### config.mk
export PLATFORM = sky130hd
export DESIGN_NAME = instr_exec_unit
export DESIGN_NICKNAME = d
export VERILOG_FILES = /design/src/rtl/instr_exec_unit_pkg.sv /design/src/rtl/instr_divider.sv /design/src/rtl/instr_exec_unit.sv
export SDC_FILE = /design/constraint.sdc
export NUM_CORES = 2
export LEC_CHECK = 0
export CAP_MARGIN = 25
export CELL_PAD_IN_SITES_DETAIL_PLACEMENT = 0
export CELL_PAD_IN_SITES_GLOBAL_PLACEMENT = 2
export CORE_MARGIN = 1
export CORE_UTILIZATION = 46
export DETAILED_ROUTE_END_ITERATION = 12
export DONT_BUFFER_PORTS = 1
export PLACE_DENSITY_LB_ADDON = 0.1
export SYNTH_ARGS = -nofsm -noshare
export SYNTH_HDL_FRONTEND = slang
export SYNTH_SLANG_ARGS = --single-unit
### constraint.sdc
create_clock -name clk -period 11.8 [get_ports clk]
set_input_delay 2.36 -clock clk [delete_from_list [all_inputs] [get_ports clk]]
set_output_delay 2.36 -clock clk [all_outputs]
set_load 0.03 [all_outputs]
### src/rtl/instr_exec_unit_pkg.sv
// Shared types for the execution stage: opcodes, operand widths and result record.
package instr_exec_unit_pkg;

    typedef enum logic [3:0] {
        OP_ZERO  = 4'd0,
        OP_PASSA = 4'd1,
        OP_PASSB = 4'd2,
        OP_ADD   = 4'd3,
        OP_SUB   = 4'd4,
        OP_MULT  = 4'd5,
        OP_DIV   = 4'd6,
        OP_MOD   = 4'd7
    } opcode_t;

    typedef logic signed [31:0] operand_t;
    typedef logic signed [63:0] operand_r;
    typedef logic [4:0]         address_t;

    typedef enum logic [1:0] {
        IDLE = 2'd0,
        CALC = 2'd1,
        DONE = 2'd2
    } exec_state_t;

    localparam int DIV_ITER = 32;

    typedef struct packed {
        address_t addr;
        operand_r value;
        logic     div_zero;
        logic     illegal;
    } result_t;

    // Sign-extend a 32-bit operand to result width.
    function automatic operand_r sext(input operand_t v);
        return {{32{v[31]}}, v};
    endfunction

    // Unsigned magnitude; -2^31 maps to 2^31, which still fits in 32 unsigned bits.
    function automatic logic [31:0] mag(input operand_t v);
        logic [31:0] u;
        u = v;
        return u[31] ? (~u + 32'd1) : u;
    endfunction

endpackage

### src/rtl/instr_divider.sv
// Iterative unsigned restoring divider, one quotient bit per clock.
// quotient/remainder/done reflect the step being performed this cycle, so the
// caller can register the final answer on the same edge as the last step.
module instr_divider
    import instr_exec_unit_pkg::*;
#(
    parameter int DIV_ITER = instr_exec_unit_pkg::DIV_ITER
) (
    input  logic        clk,
    input  logic        reset_n,
    input  logic        start,
    input  logic [31:0] dividend,
    input  logic [31:0] divisor,
    output logic        busy,
    output logic        done,
    output logic [31:0] quotient,
    output logic [31:0] remainder
);

    localparam int CNT_W = $clog2(DIV_ITER);

    logic [31:0]      quo;
    logic [31:0]      rem;
    logic [31:0]      dvsr;
    logic [CNT_W-1:0] cnt;
    logic [32:0]      rem_sh;
    logic             ge;

    // One restoring step: shift in the next dividend bit, subtract if it fits.
    always_comb begin
        rem_sh    = {rem, quo[31]};
        ge        = (rem_sh >= {1'b0, dvsr});
        quotient  = {quo[30:0], ge};
        remainder = ge ? 32'(rem_sh - {1'b0, dvsr}) : rem_sh[31:0];
        done      = busy && (cnt == '0);
    end

    // Load on start, then iterate until the terminal count.
    always_ff @(posedge clk or negedge reset_n) begin
        if (!reset_n) begin
            quo  <= '0;
            rem  <= '0;
            dvsr <= '0;
            cnt  <= '0;
            busy <= 1'b0;
        end else if (start) begin
            quo  <= dividend;
            rem  <= '0;
            dvsr <= divisor;
            cnt  <= CNT_W'(DIV_ITER - 1);
            busy <= 1'b1;
        end else if (busy) begin
            quo <= quotient;
            rem <= remainder;
            if (cnt == '0)
                busy <= 1'b0;
            else
                cnt <= cnt - 1'b1;
        end
    end

endmodule

### src/rtl/instr_exec_unit.sv
// Multi-cycle execution stage: single-cycle ALU ops, iterative signed DIV/MOD.
//
// state | meaning
// IDLE  | waiting for an operation, in_ready high
// CALC  | divider iterating on operand magnitudes
// DONE  | result held on outputs until out_ready
module instr_exec_unit
    import instr_exec_unit_pkg::*;
#(
    parameter int DIV_ITER = instr_exec_unit_pkg::DIV_ITER
) (
    input  logic     clk,
    input  logic     reset_n,
    input  logic     in_valid,
    output logic     in_ready,
    input  opcode_t  in_opc,
    input  operand_t in_op_a,
    input  operand_t in_op_b,
    input  address_t in_addr,
    output logic     out_valid,
    input  logic     out_ready,
    output address_t out_addr,
    output operand_r out_result,
    output logic     out_div_zero,
    output logic     out_illegal
);

    exec_state_t state;
    result_t     res_q;
    logic        q_neg;
    logic        r_neg;
    logic        is_mod;

    operand_r    imm_value;
    logic        imm_dz;
    logic        imm_ill;
    logic        is_div;
    logic        div_start;
    logic        div_busy;
    logic        div_done;
    logic [31:0] div_quo;
    logic [31:0] div_rem;
    operand_r    quo_ext;
    operand_r    rem_ext;
    operand_r    div_value;

    assign in_ready     = reset_n && (state == IDLE);
    assign out_addr     = res_q.addr;
    assign out_result   = res_q.value;
    assign out_div_zero = res_q.div_zero;
    assign out_illegal  = res_q.illegal;

    assign is_div    = (in_opc == OP_DIV) || (in_opc == OP_MOD);
    assign div_start = in_valid && in_ready && is_div && (in_op_b != '0);

    // Single-cycle results, plus flags for the div-by-zero and illegal bypasses.
    always_comb begin
        imm_value = '0;
        imm_dz    = 1'b0;
        imm_ill   = 1'b0;
        case (in_opc)
            OP_ZERO:        imm_value = '0;
            OP_PASSA:       imm_value = sext(in_op_a);
            OP_PASSB:       imm_value = sext(in_op_b);
            OP_ADD:         imm_value = sext(in_op_a) + sext(in_op_b);
            OP_SUB:         imm_value = sext(in_op_a) - sext(in_op_b);
            OP_MULT:        imm_value = sext(in_op_a) * sext(in_op_b);
            OP_DIV, OP_MOD: imm_dz    = (in_op_b == '0);
            default:        imm_ill   = 1'b1;
        endcase
    end

    // Sign fix on the divider's final step; quotient magnitude up to 2^31 stays positive.
    always_comb begin
        quo_ext   = {32'd0, div_quo};
        rem_ext   = {32'd0, div_rem};
        div_value = is_mod ? (r_neg ? -rem_ext : rem_ext)
                           : (q_neg ? -quo_ext : quo_ext);
    end

    instr_divider #(.DIV_ITER(DIV_ITER)) u_divider (
        .clk       (clk),
        .reset_n   (reset_n),
        .start     (div_start),
        .dividend  (mag(in_op_a)),
        .divisor   (mag(in_op_b)),
        .busy      (div_busy),
        .done      (div_done),
        .quotient  (div_quo),
        .remainder (div_rem)
    );

    // Control FSM with registered result record.
    always_ff @(posedge clk or negedge reset_n) begin
        if (!reset_n) begin
            state     <= IDLE;
            res_q     <= '0;
            out_valid <= 1'b0;
            q_neg     <= 1'b0;
            r_neg     <= 1'b0;
            is_mod    <= 1'b0;
        end else begin
            case (state)
                IDLE: begin
                    if (in_valid) begin
                        res_q.addr <= in_addr;
                        if (div_start) begin
                            q_neg  <= in_op_a[31] ^ in_op_b[31];
                            r_neg  <= in_op_a[31];
                            is_mod <= (in_opc == OP_MOD);
                            state  <= CALC;
                        end else begin
                            res_q.value    <= imm_value;
                            res_q.div_zero <= imm_dz;
                            res_q.illegal  <= imm_ill;
                            out_valid      <= 1'b1;
                            state          <= DONE;
                        end
                    end
                end
                CALC: begin
                    if (div_done) begin
                        res_q.value    <= div_value;
                        res_q.div_zero <= 1'b0;
                        res_q.illegal  <= 1'b0;
                        out_valid      <= 1'b1;
                        state          <= DONE;
                    end else if (!div_busy) begin
                        state <= IDLE;
                    end
                end
                DONE: begin
                    if (out_ready) begin
                        out_valid <= 1'b0;
                        state     <= IDLE;
                    end
                end
                default: state <= IDLE;
            endcase
        end
    end

endmodule

==> metrics.txt <==
status finished with violations; failing checks DRC; final non-filler cell total 7272; Slew Limit Fails 0; Yosys reg bits 179; worst skew pair latency 0.49 ns; most used routing layer met2; mean routed wirelength per cell 26.0 µm; CTS root buf clkbuf_16; postcts setup bufs 0; Die Y 342 µm; clk slew on worst S/H paths 0.08 ns; ys flop type dfrtp_1; grt met1 use 45.2%; first-pass detailed-route iteration total 12; Cell variety after synth 105; unrepaired setup endpoints after global routing no; post-CTS resize count 0; CP max stage cell fa_1; largest net degree at the start of global routing 181; most frequent CP cell fa_1; mean post-synth cell area 8.78 µm²; CTS Buf Count 17; width of the die 342 µm; routability cong. 0.943; DIE AREA 0.117 mm²; Synth area leaders fa_1, dfrtp_1, inv_1; antenna violations before repair 5; area grow syn2layout 2.66%; Post-Place Cell Area 0.0541 mm²; EDFF count, synth 0; cell count after synthesis 6074; Final nets 7197; Final ANT Viol Nets 0; Crit Path Max Fanout 55; FFs w/ async S/R, synth 100%; synth warn 0; Worst Hold Class reg2reg; total wire length 189000 µm; post-route cell area 0.0547 mm²; sequential area share after synthesis 8.40%; total gr overflow 0; post-cts hold buffer count 0; Vias/cell 5.78; met2 Use GR 55.5%; CP peak stage delay 0.92 ns; Post-Place Cells 7239; Setup crit start kind input pin; via count 42000; most common cell after layout, fill and taps aside fa_1; Overall Global Routing Usage 33.3%; max_cap viols 0; Top delay family on crit path adder cells; crit path time final 10.74 ns; reg-to-reg slack, setup 5.68 ns; slew at the pin closest to its max-slew limit 1.12 ns; required time worst endpoint 12.16 ns; fin crit share 91.0%; Post-Syn Area 0.0533 mm²; setup ws final 1.06 ns; CP endpoint kind flop; CP Buf/Inv Count 7; cell taking the most area after synthesis fa_1; Crit Path Category in2reg; PortBufs 0; first-pass GRT wire length 292000 µm; CTS sink count 179; max_slew headroom 24.6%; H-tree level count 4; initial core utilization 46.5%; clk buf depth 2; GR Util met3 5.03%; skew final 0.0236 ns; Worst EP arrival 11.10 ns; most frequent cells in the layout fa_1, inv_1, nand2_1; Final Hold Vio Count 0; DRT iter0 DRCs 3020; IO Count 150; DRC errors left 18; Rows 124; Max Clock Freq 93.1 MHz; Synthesized Nets 7525; post-DP HPWL 144000 µm; vias in the first global route 44900; post-synth top area share 40.7%; CTS tree done; Core Footprint 0.115 mm²; Core Util, Final 47.7%; ratio of cells with drive above 1 in the final layout 2.74%; # setup viols final 0; Place WS 0.605 ns
worst register-to-register path, delay by kind of cell, from the launching register on:
kind,cells,cell delay (ns)
AOI/OAI and AO/OA,6,2.27
adders and majority gates,2,0.74
buffers and inverters,1,0.50
DFF,1,0.46
muxes,1,0.41
and+or+nand+nor,7,1.61
path summary, 6_finish.rpt:
kind,startpoint,to,cells after the start
min in group asynchronous,reset_n,u_divider.rem[13]$_DFFE_PN0P_,0
setup reg to reg,u_divider.rem[9]$_DFFE_PN0P_,out_result[56]$_DFFE_PN0P_,17
hold reg to reg,u_divider.dvsr[1]$_DFFE_PN0P_,u_divider.dvsr[1]$_DFFE_PN0P_,2
hold / removal,u_divider.dvsr[1]$_DFFE_PN0P_,u_divider.dvsr[1]$_DFFE_PN0P_,2
setup / recovery,in_op_a[31],out_result[61]$_DFFE_PN0P_,28
max in group asynchronous,reset_n,u_divider.busy$_DFF_PN0_,0
routing by layer:
metal / wire length (µm) / share of wire (%)
met1: 80700 / 43
met2: 90500 / 48
met3: 11900 / 6.3
met4: 5840 / 3.1
met5: 0 / 0
flip-flops by register name, summed over array words and instances (netlist names):
| register | cells |
|---|---|
| r_neg | 1 |
| out_addr | 5 |
| out_valid | 1 |
| out_result | 64 |
| out_div_zero | 1 |
| is_mod | 1 |
| u_divider.quo | 32 |
| u_divider.rem | 32 |
| q_neg | 1 |
| state | 2 |
| u_divider.busy | 1 |
| out_illegal | 1 |
| u_divider.dvsr | 32 |
| u_divider.cnt | 5 |
logic make-up (layout without fill, tap and decap cells):
family | Yosys count | after routing | synth area share (%)
AND/OR/NAND/NOR | 1805 | 1805 | 16.5
adder cells (fa/ha/maj) | 1374 | 1374 | 47.5
flip-flops | 179 | 179 | 8.40
multiplexers | 78 | 78 | 1.49
XOR/XNOR | 218 | 218 | 3.58
other | 0 | 1 | 0
AO/OA/AOI/OAI | 946 | 946 | 12.0
buffers and inverters | 1474 | 1159 | 10.5
metrics by stage:
step | hold slack [ns] | setup TNS [ns]
global placement | 0.467 | -0.258
global route | 0.513 | 0
detailed placement | 0.472 | 0
finish | 0.484 | 0
floorplan | 0.450 | 0
CTS | 0.490 | 0
cell usage after synthesis (all sizes together), types with 20 or more instances:
cell type and number:
clkbuf 350, o31ai 45, nand3 53, nor4 22
o21ai 230, a211oi 50, dfrtp 179, nand2b 35
ha 289, a21o 42, a21oi 228, buf 47
nor2 285, a221oi 22, a222oi 24, nand2 733
o22a 20, xnor2 163, a31oi 33, nor3 61
mux2i 67, and2 461, nor2b 26, nand4 25
fa 1085, o211ai 37, o21a 20, xor2 55
inv 1076
cell type report:
type / count / area (µm²)
Fill cell: 11300 / 59900
Multi-Input combinational cell: 4421 / 43300
Sequential cell: 179 / 4480
Inverter: 1077 / 4040
Tap cell: 1512 / 1890
Clock buffer: 18 / 439
Timing Repair Buffer: 50 / 388
Clock inverter: 14 / 189
Antenna cell: 1 / 2.50
Power is not shown: default switching activity piles up to over one toggle a cycle in this logic, so the estimate is an artifact.
==> RTL edit, RTL diff (config.mk and constraints unchanged) <==
Change the package constant `DIV_ITER` from 32 to 64.
--- a/src/rtl/instr_exec_unit_pkg.sv
+++ b/src/rtl/instr_exec_unit_pkg.sv
@@ -22,7 +22,7 @@
         DONE = 2'd2
     } exec_state_t;
 
-    localparam int DIV_ITER = 32;
+    localparam int DIV_ITER = 64;
 
     typedef struct packed {
         address_t addr;
Behaviour: no difference found for any inputs over 4 cycles, from zero or initial values and one cycle with reset_n low; that may be too few to reach the edited logic, so the function may still have changed.
==> RTL edit against the unedited design <==
- worst setup slack improved by 240 ps
- critical path depth is 1 lower
- sequential cell count increased by 1
- area after synthesis grew 0.45%
- routed wire length rose by 3.2%
- via count grew 1.8%
- cell area up 0.29%
- critical endpoint unchanged
- largest cell class unchanged
Power is not shown: default switching activity piles up to over one toggle a cycle in this logic, so the estimate is an artifact.
==> RTL edit: results (changes against the unedited design) <==
The fraction of final layout cells with drive strength greater than 1 came out at 0.02556 (-0.001874). The wire length of the first global-routing pass is 296,900 microns (+1.9%), and the remaining design rule violation count is 0 (-18). The flow ran to the end, and the final reports show no timing, DRC or antenna violations. The via density per instance is 5.857 (+1.4%). The number of nets in the synthesized netlist came out at 7,563 (+0.50%). The sequential cell area fraction in the yosys report is 0.08411 (+0.00009036), and the number of DRC violations after detailed-routing iteration 0 is 3,320 (+9.9%).

The overall fraction of global-route tracks in use was 0.3402 (+0.007003); the highest cell delay on the worst timing path was 820 ps (-100 ps). Number of placed instances with taps included: 7,270 (+0.43%). Yosys attributes the largest share of cell area to fa_1, dfrtp_1, inv_1, ha_1, and2_1. The pin count of the biggest net entering global routing is 182 (+0.55%), and the transition time at the pin with the least slew margin is 909.6 ps (-212.3 ps).

Later-pin clock latency in the skew report: 470 ps (-20 ps). The HPWL after detailed placement came out at 147,700 microns (+2.7%). The detailed-routing iteration count for the pre-antenna-repair pass is 6 (-6), and the instance area after placement is 54,220 sq um (+0.23%). The routability congestion estimate from global placement was 0.9303 (-1.3%).

In the synthesized netlist, the cells that appear most often are fa_1, inv_1, nand2_1. The final cell count without fillers came out at 7,303 (+0.43%). The distinct cell type count of the synthesized netlist was 106 (+0.95%). The detailed-route wire length was 194,900 microns (+3.2%).

For the via count of the first global-routing pass, the log shows 45,320 (+0.96%). Highest clock rate: 0.09527 GHz (+2.3%). The tools report the number of antenna violations at the first check in global routing as 8 (+3). The worst-path maximum fanout is 53 (-3.6%).

Met2 track demand over resource: 0.5790 (+0.02396). The number of filler cells placed in the layout is 11,250 (-0.29%), and the mean instance size in the synthesized netlist is 8.760 sq um (-0.19%). The worst slack at placement was 852.8 ps (+247.4 ps); the final setup skew was 19.95 ps (-3.616 ps).

The global-route track usage on met3 was 0.05358 (+0.003258).
RTL edit: kinds of logic after synthesis:
kind of cell | Yosys count | synth area share
and+or+nand+nor | 1838 | 0.1666
AOI/OAI and AO/OA | 985 | 0.1258
buffers and inverters | 1470 | 0.1042
DFF | 180 | 0.08411
muxes | 79 | 0.01556
xor gates and xnor gates | 188 | 0.03075
adders and majority gates | 1373 | 0.4729
RTL edit: final cells by class:
class | count | area, sq um | area share
diodes | 1 | 2.502 | 0.00004559
clock buffers | 17 | 425.4 | 0.007751
clock inverters | 15 | 235.2 | 0.004286
inverters | 1078 | 4046 | 0.07373
multi-input cells | 4463 | 43500 | 0.7925
flip-flops and latches | 180 | 4508 | 0.08214
well taps | 1512 | 1892 | 0.03447
repair buffers | 37 | 277.8 | 0.005061
RTL edit: path summary, 6_finish.rpt:
path                                           startpoint                              to  slack (ps)  depth (start not counted)
min reg2reg                u_divider.dvsr[26]$_DFFE_PN0P_  u_divider.dvsr[26]$_DFFE_PN0P_         490                          2
max                                           in_op_a[31]      out_result[61]$_DFFE_PN0P_        1300                         27
max in group asynchronous                         reset_n        u_divider.busy$_DFF_PN0_        9830                          0
min                        u_divider.dvsr[26]$_DFFE_PN0P_  u_divider.dvsr[26]$_DFFE_PN0P_         490                          2
min in group asynchronous                         reset_n    u_divider.rem[5]$_DFFE_PN0P_        1580                          0
max reg2reg                  u_divider.rem[2]$_DFFE_PN0P_      out_result[58]$_DFFE_PN0P_        5580                         16
RTL edit: critical path, delay by kind of cell:
kind / cells / cell delay (ps)
muxes: 1 / 120
adders and majority gates: 9 / 4730
AOI/OAI and AO/OA: 6 / 1640
and+or+nand+nor: 5 / 920
buffers and inverters: 6 / 990
